### config.mk
export PLATFORM = sky130hd
export DESIGN_NAME = ram_arbiter_flat
export DESIGN_NICKNAME = d
export VERILOG_FILES = /design/src/rtl/ram_arbiter_pkg.sv /design/src/rtl/ram_arbiter_if.sv /design/src/rtl/ram_arbiter_rr_pick2.sv /design/src/rtl/ram_arbiter.sv /design/src/flat_wrapper.sv
export SDC_FILE = /design/constraint.sdc
export NUM_CORES = 1
export LEC_CHECK = 0
export BUFFER_PORTS_ARGS = -buffer_cell sky130_fd_sc_hd__buf_2
export CORE_AREA = 2 2 108 110
export CTS_CLUSTER_DIAMETER = 150
export CTS_CLUSTER_SIZE = 24
export DETAILED_ROUTE_END_ITERATION = 7
export DIE_AREA = 0 0 110 112
export PLACE_DENSITY = 0.66
export SYNTH_ARGS = -nofsm -noshare
export SYNTH_HDL_FRONTEND = slang
export SYNTH_SLANG_ARGS = --single-unit
### constraint.sdc
create_clock -name clk_i -period 2.8 [get_ports clk_i]
set_input_delay 0.56 -clock clk_i [delete_from_list [all_inputs] [get_ports clk_i]]
set_output_delay 0.56 -clock clk_i [all_outputs]
set_load 0.1 [all_outputs]
### src/rtl/ram_arbiter_pkg.sv
// Shared encodings for the data-RAM arbiter: FSM states, access sizes, owner ids.
package ram_arbiter_pkg;

    // One-hot arbiter states.
    typedef enum logic [2:0] {
        ST_IDLE = 3'b001,
        ST_OWN0 = 3'b010,
        ST_OWN1 = 3'b100
    } state_e;

    // Access size codes carried on *_hb.
    localparam logic [1:0] HB_WORD = 2'b10;
    localparam logic [1:0] HB_HALF = 2'b01;
    localparam logic [1:0] HB_BYTE = 2'b00;

    // Owner identifiers used by the round-robin history bit.
    localparam logic OWN_M0 = 1'b0;
    localparam logic OWN_M1 = 1'b1;

    // Number of bytes touched by an access of the given size code.
    function automatic logic [2:0] hb_bytes(input logic [1:0] hb);
        logic [2:0] n;
        n = 3'd1;
        if (hb == HB_WORD) n = 3'd4;
        else if (hb == HB_HALF) n = 3'd2;
        else if (hb == HB_BYTE) n = 3'd1;
        return n;
    endfunction

endpackage

### src/rtl/ram_arbiter_if.sv
// Bundle of the two master ports and the RAM port seen by the arbiter.
//
// Handshake: a master raises mX_req_i with its fields stable and holds it until
// it sees a one-cycle mX_gnt_o (done, data on mX_rdata_o) or mX_err_o (aborted
// by the watchdog). Dropping req earlier abandons the access silently. Towards
// the RAM, ram_req_o/ram_ce_o stay high with fields stable until ram_gnt_i; the
// RAM presents ram_rdata_i in the ram_gnt_i cycle.
interface ram_arbiter_if;
    import ram_arbiter_pkg::*;

    // Instruction-fetch master (read-only).
    logic        m0_req_i;
    logic [31:0] m0_addr_i;
    logic        m0_gnt_o;
    logic        m0_err_o;
    logic [31:0] m0_rdata_o;

    // Load/store master.
    logic        m1_req_i;
    logic        m1_we_i;
    logic [1:0]  m1_hb_i;
    logic        m1_uload_i;
    logic [31:0] m1_addr_i;
    logic [31:0] m1_wdata_i;
    logic        m1_gnt_o;
    logic        m1_err_o;
    logic [31:0] m1_rdata_o;

    // Shared single-port RAM.
    logic        ram_ce_o;
    logic        ram_req_o;
    logic        ram_we_o;
    logic [1:0]  ram_hb_o;
    logic        ram_uload_o;
    logic [31:0] ram_addr_o;
    logic [31:0] ram_wdata_o;
    logic        ram_gnt_i;
    logic [31:0] ram_rdata_i;

    // Current arbiter state, for observation only.
    state_e      dbg_state_o;

    // Arbiter side.
    modport slave (
        input  m0_req_i, m0_addr_i,
        output m0_gnt_o, m0_err_o, m0_rdata_o,
        input  m1_req_i, m1_we_i, m1_hb_i, m1_uload_i, m1_addr_i, m1_wdata_i,
        output m1_gnt_o, m1_err_o, m1_rdata_o,
        output ram_ce_o, ram_req_o, ram_we_o, ram_hb_o, ram_uload_o,
        output ram_addr_o, ram_wdata_o,
        input  ram_gnt_i, ram_rdata_i,
        output dbg_state_o
    );

    // Environment side: the two masters and the RAM.
    modport master (
        output m0_req_i, m0_addr_i,
        input  m0_gnt_o, m0_err_o, m0_rdata_o,
        output m1_req_i, m1_we_i, m1_hb_i, m1_uload_i, m1_addr_i, m1_wdata_i,
        input  m1_gnt_o, m1_err_o, m1_rdata_o,
        input  ram_ce_o, ram_req_o, ram_we_o, ram_hb_o, ram_uload_o,
        input  ram_addr_o, ram_wdata_o,
        output ram_gnt_i, ram_rdata_i,
        input  dbg_state_o
    );

endinterface

### src/rtl/ram_arbiter_rr_pick2.sv
// Two-way round-robin picker: a lone requester wins; on a tie the master that
// did not own the RAM last wins. Output is one-hot or zero.
module rr_pick2
    import ram_arbiter_pkg::*;
(
    input  logic [1:0] req_i,
    input  logic       last_i,
    output logic [1:0] gnt_o
);

    // Pick the winner from the request pair and the history bit.
    always_comb begin
        gnt_o = 2'b00;
        case (req_i)
            2'b01:   gnt_o = 2'b01;
            2'b10:   gnt_o = 2'b10;
            2'b11:   gnt_o = (last_i == OWN_M1) ? 2'b01 : 2'b10;
            default: gnt_o = 2'b00;
        endcase
    end

endmodule

### src/rtl/ram_arbiter.sv
// Shares the single-port data RAM between instruction fetch (m0) and the LSU
// (m1). One owner is locked for a whole RAM handshake, its fields are steered
// to the RAM, and gnt/rdata go back to that owner only. A watchdog aborts an
// owner the RAM never answers so neither master can hang.
module ram_arbiter
    import ram_arbiter_pkg::*;
#(
    parameter int unsigned TIMEOUT = 15,
    parameter int unsigned CW      = 4
) (
    input  logic          clk_i,
    input  logic          rst_ni,
    ram_arbiter_if.slave  bus
);

    // Last owner cycle before the watchdog fires (wdog counts from 0).
    localparam logic [CW-1:0] WDOG_LIM = CW'(TIMEOUT - 1);

    state_e        state_q, state_d;
    logic          last_q, last_d;
    logic [CW-1:0] wdog_q, wdog_d;
    logic [31:0]   m0_rdata_q, m0_rdata_d;
    logic [31:0]   m1_rdata_q, m1_rdata_d;

    logic [1:0]    pick;
    logic          own_id;
    logic          own_req;
    logic          done_gnt;
    logic          done_err;

    rr_pick2 u_pick (
        .req_i  ({bus.m1_req_i, bus.m0_req_i}),
        .last_i (last_q),
        .gnt_o  (pick)
    );

    // Which master the current owner state refers to, and its live request.
    assign own_id  = (state_q == ST_OWN1) ? OWN_M1 : OWN_M0;
    assign own_req = (own_id == OWN_M1) ? bus.m1_req_i : bus.m0_req_i;

    // Next state, history bit and watchdog; gnt beats both abort and timeout.
    always_comb begin
        state_d  = state_q;
        last_d   = last_q;
        wdog_d   = wdog_q;
        done_gnt = 1'b0;
        done_err = 1'b0;
        case (state_q)
            ST_IDLE: begin
                wdog_d = '0;
                if (pick[0]) state_d = ST_OWN0;
                else if (pick[1]) state_d = ST_OWN1;
            end
            ST_OWN0, ST_OWN1: begin
                if (bus.ram_gnt_i) begin
                    done_gnt = 1'b1;
                    last_d   = own_id;
                    wdog_d   = '0;
                    state_d  = ST_IDLE;
                end else if (!own_req) begin
                    // Master gave up: leave quietly, history untouched.
                    wdog_d  = '0;
                    state_d = ST_IDLE;
                end else if (wdog_q == WDOG_LIM) begin
                    // Charge the stalled owner so the other master wins the next tie.
                    done_err = 1'b1;
                    last_d   = own_id;
                    wdog_d   = '0;
                    state_d  = ST_IDLE;
                end else begin
                    wdog_d = wdog_q + 1'b1;
                end
            end
            default: begin
                wdog_d  = '0;
                state_d = ST_IDLE;
            end
        endcase
    end

    // Capture RAM read data for the owner on its gnt; otherwise hold.
    always_comb begin
        m0_rdata_d = m0_rdata_q;
        m1_rdata_d = m1_rdata_q;
        if (done_gnt && (own_id == OWN_M0)) m0_rdata_d = bus.ram_rdata_i;
        if (done_gnt && (own_id == OWN_M1)) m1_rdata_d = bus.ram_rdata_i;
    end

    // State, history, watchdog and read-data registers.
    always_ff @(posedge clk_i or negedge rst_ni) begin
        if (!rst_ni) begin
            state_q    <= ST_IDLE;
            last_q     <= OWN_M1;
            wdog_q     <= '0;
            m0_rdata_q <= '0;
            m1_rdata_q <= '0;
        end else begin
            state_q    <= state_d;
            last_q     <= last_d;
            wdog_q     <= wdog_d;
            m0_rdata_q <= m0_rdata_d;
            m1_rdata_q <= m1_rdata_d;
        end
    end

    // Steer the owner's fields to the RAM; m0 is always a plain word read.
    always_comb begin
        bus.ram_req_o   = 1'b0;
        bus.ram_ce_o    = 1'b0;
        bus.ram_we_o    = 1'b0;
        bus.ram_hb_o    = 2'b00;
        bus.ram_uload_o = 1'b0;
        bus.ram_addr_o  = '0;
        bus.ram_wdata_o = '0;
        case (state_q)
            ST_OWN0: begin
                bus.ram_req_o  = bus.m0_req_i;
                bus.ram_ce_o   = bus.m0_req_i;
                bus.ram_hb_o   = HB_WORD;
                bus.ram_addr_o = bus.m0_addr_i;
            end
            ST_OWN1: begin
                bus.ram_req_o   = bus.m1_req_i;
                bus.ram_ce_o    = bus.m1_req_i;
                bus.ram_we_o    = bus.m1_we_i;
                bus.ram_hb_o    = bus.m1_hb_i;
                bus.ram_uload_o = bus.m1_uload_i;
                bus.ram_addr_o  = bus.m1_addr_i;
                bus.ram_wdata_o = bus.m1_wdata_i;
            end
            default: ;
        endcase
    end

    // Completion, abort and read data go back to the owner only.
    assign bus.m0_gnt_o    = done_gnt && (own_id == OWN_M0);
    assign bus.m1_gnt_o    = done_gnt && (own_id == OWN_M1);
    assign bus.m0_err_o    = done_err && (own_id == OWN_M0);
    assign bus.m1_err_o    = done_err && (own_id == OWN_M1);
    assign bus.m0_rdata_o  = m0_rdata_d;
    assign bus.m1_rdata_o  = m1_rdata_d;
    assign bus.dbg_state_o = state_q;

endmodule

### src/flat_wrapper.sv
// flat-port wrapper written by rule: the top's interface ports become plain ports
module ram_arbiter_flat import ram_arbiter_pkg::*;
#(
    parameter int unsigned TIMEOUT = 15,
    parameter int unsigned CW      = 4
)
  (clk_i, rst_ni, bus_m0_req_i, bus_m0_addr_i, bus_m0_gnt_o, bus_m0_err_o, bus_m0_rdata_o, bus_m1_req_i, bus_m1_we_i, bus_m1_hb_i, bus_m1_uload_i, bus_m1_addr_i, bus_m1_wdata_i, bus_m1_gnt_o, bus_m1_err_o, bus_m1_rdata_o, bus_ram_ce_o, bus_ram_req_o, bus_ram_we_o, bus_ram_hb_o, bus_ram_uload_o, bus_ram_addr_o, bus_ram_wdata_o, bus_ram_gnt_i, bus_ram_rdata_i, bus_dbg_state_o);
  ram_arbiter_if bus_i ();
  input  logic clk_i;
  input  logic rst_ni;
  input wire logic [$bits(bus_i.m0_req_i)-1:0] bus_m0_req_i;
  input wire logic [$bits(bus_i.m0_addr_i)-1:0] bus_m0_addr_i;
  output wire logic [$bits(bus_i.m0_gnt_o)-1:0] bus_m0_gnt_o;
  output wire logic [$bits(bus_i.m0_err_o)-1:0] bus_m0_err_o;
  output wire logic [$bits(bus_i.m0_rdata_o)-1:0] bus_m0_rdata_o;
  input wire logic [$bits(bus_i.m1_req_i)-1:0] bus_m1_req_i;
  input wire logic [$bits(bus_i.m1_we_i)-1:0] bus_m1_we_i;
  input wire logic [$bits(bus_i.m1_hb_i)-1:0] bus_m1_hb_i;
  input wire logic [$bits(bus_i.m1_uload_i)-1:0] bus_m1_uload_i;
  input wire logic [$bits(bus_i.m1_addr_i)-1:0] bus_m1_addr_i;
  input wire logic [$bits(bus_i.m1_wdata_i)-1:0] bus_m1_wdata_i;
  output wire logic [$bits(bus_i.m1_gnt_o)-1:0] bus_m1_gnt_o;
  output wire logic [$bits(bus_i.m1_err_o)-1:0] bus_m1_err_o;
  output wire logic [$bits(bus_i.m1_rdata_o)-1:0] bus_m1_rdata_o;
  output wire logic [$bits(bus_i.ram_ce_o)-1:0] bus_ram_ce_o;
  output wire logic [$bits(bus_i.ram_req_o)-1:0] bus_ram_req_o;
  output wire logic [$bits(bus_i.ram_we_o)-1:0] bus_ram_we_o;
  output wire logic [$bits(bus_i.ram_hb_o)-1:0] bus_ram_hb_o;
  output wire logic [$bits(bus_i.ram_uload_o)-1:0] bus_ram_uload_o;
  output wire logic [$bits(bus_i.ram_addr_o)-1:0] bus_ram_addr_o;
  output wire logic [$bits(bus_i.ram_wdata_o)-1:0] bus_ram_wdata_o;
  input wire logic [$bits(bus_i.ram_gnt_i)-1:0] bus_ram_gnt_i;
  input wire logic [$bits(bus_i.ram_rdata_i)-1:0] bus_ram_rdata_i;
  output wire logic [$bits(bus_i.dbg_state_o)-1:0] bus_dbg_state_o;
  assign bus_i.m0_req_i = bus_m0_req_i;
  assign bus_i.m0_addr_i = bus_m0_addr_i;
  assign bus_m0_gnt_o = bus_i.m0_gnt_o;
  assign bus_m0_err_o = bus_i.m0_err_o;
  assign bus_m0_rdata_o = bus_i.m0_rdata_o;
  assign bus_i.m1_req_i = bus_m1_req_i;
  assign bus_i.m1_we_i = bus_m1_we_i;
  assign bus_i.m1_hb_i = bus_m1_hb_i;
  assign bus_i.m1_uload_i = bus_m1_uload_i;
  assign bus_i.m1_addr_i = bus_m1_addr_i;
  assign bus_i.m1_wdata_i = bus_m1_wdata_i;
  assign bus_m1_gnt_o = bus_i.m1_gnt_o;
  assign bus_m1_err_o = bus_i.m1_err_o;
  assign bus_m1_rdata_o = bus_i.m1_rdata_o;
  assign bus_ram_ce_o = bus_i.ram_ce_o;
  assign bus_ram_req_o = bus_i.ram_req_o;
  assign bus_ram_we_o = bus_i.ram_we_o;
  assign bus_ram_hb_o = bus_i.ram_hb_o;
  assign bus_ram_uload_o = bus_i.ram_uload_o;
  assign bus_ram_addr_o = bus_i.ram_addr_o;
  assign bus_ram_wdata_o = bus_i.ram_wdata_o;
  assign bus_i.ram_gnt_i = bus_ram_gnt_i;
  assign bus_i.ram_rdata_i = bus_ram_rdata_i;
  assign bus_dbg_state_o = bus_i.dbg_state_o;
  ram_arbiter #(.TIMEOUT(TIMEOUT), .CW(CW)) u_core (.clk_i(clk_i), .rst_ni(rst_ni), .bus(bus_i));
endmodule
==> flow_summary.ini <==
[timing]
max-slew-margin-rel_pct = 53.3
setup-violations-final = 0
worst_pin_slew_ns = 0.700
layout_worst_path_cycle_share_pct = 96.1
final_setup_skew_ns = 0.00398
hold_viol = 0
rsz0062_at_grt = false
fin_tns_setup_ns = 0
finalMaxSlewViolations = 0
finalWorstPathRequiredPeriod_ns = 2.69
fmax_mhz = 372

[routing]
wl_per_cell_um = 20.9
drt_pass1_iterations = 4
ant_nets_after_route = 0
num_vias = 3290
remaining_drc_errors = 0
detailed_route_iter0_violations = 161
drt_wl_total_um = 14300
viasPerCell = 4.80

[die]
die_x_um = 110
core_mm2 = 0.0112
die_h_um = 112
start_util_pct = 30.8
floorplan.rows = 39
fp.dieArea_mm2 = 0.0123
io_pins = 278

[synthesis]
yosys_register_bits = 72
netlist-cell-type-count = 29
synth_sequential_area_ratio_pct = 52.5
postSynthCellCount = 262
synth_nets = 401
synth.yosys.warnings = 0
post_synthesis_instance_area_mm2 = 0.00344
post_synth.cell_area_avg_um2 = 13.1

[critical_path]
timing.critical_path.to_type = primary output
worst_path_largest_cell_delay_ns = 0.52
timing.critical_path.from_type = register
critical-path-slowest-cell = dfrtp_4
worst_path_arrival_time_ns = 2.13
reg2reg_slack_ns = 1.07
worst-endpoint-required_ns = 2.24
path_cells = nor3b_4 -> and2_1 -> buf_6 -> mux2_2 -> buf_2
timing.critical_path.fanout_max = 18
criticalPathCategory = register to primary output

[layout]
nNetsFinal = 676
synthToLayoutAreaGrowth_pct = 107
final_layout_size_suffix_gt1_share_pct = 68.3
layout.area.seq_mm2 = 0.00181
layout.filler_cells = 817
most_common_cell_after_layout_fill_and_taps_aside = buf_2
mostFrequentLayoutCells = 157 x buf_2, 122 x buf_12, 68 x dfrtp_1, 64 x mux2_2, 36 x and2_1
insertedDiodeCount = 0
area_taken_by_multi_input_logic_gates_mm2 = 0.00153

[global_route]
groute.usage.overall_pct = 22.9
vias_in_the_first_global_route = 3365
grt_max_degree = 72
grt_first_pass_wirelength_um = 20300
overflow = 0
number_of_antenna_violations_at_the_first_check_in_global_routing = 0

[placement]
buffer_ports.inserted = 277
gp_congestion = 1.04
place.detailed.hpwl_um = 11600

[min_path]
timing.hold.worst.class = input pin to asynchronous set/reset pin

[clock_tree]
clockRootBuffer = clkbuf_16
cts.reportedPaths.clkPinSlew_ns = 0.05
clock_sinks = 72
cts_tree = done
cts_max_path_buffers = 2
post-cts-setup-buffer-count = 0
clock_latency_ns = 0.32
cts_hold_repair_buffers = 0
depth_of_the_cts_h_tree = 3
cts_buffers = 9

[flow_run]
max_cap_violations = 0

[run_status]
outcome = finished, final reports clean
## Yosys cell counts
cell       instances  share of area [%]
nand2b_1           1               0.18
inv_1              3               0.33
clkbuf_1          10                1.1
a21o_1             1               0.22
or4bb_1            1               0.33
a311oi_1           1               0.25
o2bb2ai_1          1               0.25
buf_4              3               0.65
dfstp_2            2                1.5
a211o_1            1               0.25
and3b_1            2               0.51
nor4b_1            2               0.51
nand2_1            4               0.44
nand3_1            2               0.29
buf_6              6                2.0
dfrtp_1           70                 51
a41o_1             1               0.29
xor2_1             1               0.25
ha_1               2               0.73
nor3_1             1               0.15
nor3b_4            2                1.1
o21ai_0            3               0.44
o41a_1             1               0.33
a22o_1            33                8.4
mux2_2             7                2.3
xnor2_1            1               0.25
nor2_1             6               0.65
and2_1            37                6.7
mux2_1            57                 19
## routing by layer
layer,share of wire (%),up-vias,GRT usage (%)
met2,49,173,37.6
met4,1.4,0,7.00
met1,39,1619,28.2
met3,10,11,7.73
li1,-,1487,-
met5,0,-,0
## what timing repair did
action	CTS	global route
hold endpoints to repair	0	0
gates resized for setup	0	2
setup endpoints to repair	0	15
## cell type report
class | instances | share of cell area, %
multi-input combinational | 168 | 21.5
timing repair buffer | 283 | 45.9
sequential | 72 | 25.5
tap | 143 | 2.52
inverter | 3 | 0.158
clock buffer | 13 | 3.52
clock inverter | 3 | 0.915
## worst max-delay path, delay by kind of cell, from the launching register on
| kind | cells | cell delay, ns |
|---|---|---|
| flip-flops | 1 | 0.52 |
| AND/OR/NAND/NOR | 2 | 0.39 |
| multiplexers | 1 | 0.37 |
| buffers and inverters | 2 | 0.51 |
## metrics by stage
step,hold WS [ns],utilization [%],std cells,setup slack [ns],instance area (µm²)
after floorplan,0.264,-,262,0.0657,3480
after global placement,0.469,60.7,669,0.411,6790
after detailed placement,0.482,60.7,669,0.365,6790
after CTS,0.299,63.6,685,0.0582,7100
after global routing,0.331,63.6,685,0.0359,7110
final,0.277,63.6,685,0.109,7110
## state kept, by name, summed over array words and instances (netlist names)
| signal | count |
|---|---|
| u_core.wdog_q | 4 |
| u_core.last_q | 1 |
| u_core.m0_rdata_q | 32 |
| u_core.m1_rdata_q | 32 |
| u_core.bus.dbg_state_o | 3 |
## cell families (layout without fill, tap and decap cells)
family,count (synthesis),after routing,share of synthesized area (%)
buf+inv,22,302,4.04
compound gates,42,42,10.4
flops,72,72,52.5
simple gates,58,58,10.9
mux,64,64,21.0
fa+ha+maj,2,2,0.727
xor+xnor,2,2,0.509
## final timing paths
path / start / end / depth (start not counted)
worst max register to register: u_core.bus.dbg_state_o[1] / u_core.m1_rdata_q[26] / 4
worst max-delay path: u_core.bus.dbg_state_o[1] / bus_m1_rdata_o[0] / 5
worst min register to register: u_core.m1_rdata_q[20] / u_core.m1_rdata_q[20] / 1
max in group asynchronous: rst_ni / u_core.m1_rdata_q[29] / 2
min in group clk_i: u_core.m1_rdata_q[20] / u_core.m1_rdata_q[20] / 1
worst min-delay path: rst_ni / u_core.m0_rdata_q[26] / 1
Power is not shown: default switching activity piles up to over one toggle a cycle in this logic, so the estimate is an artifact.
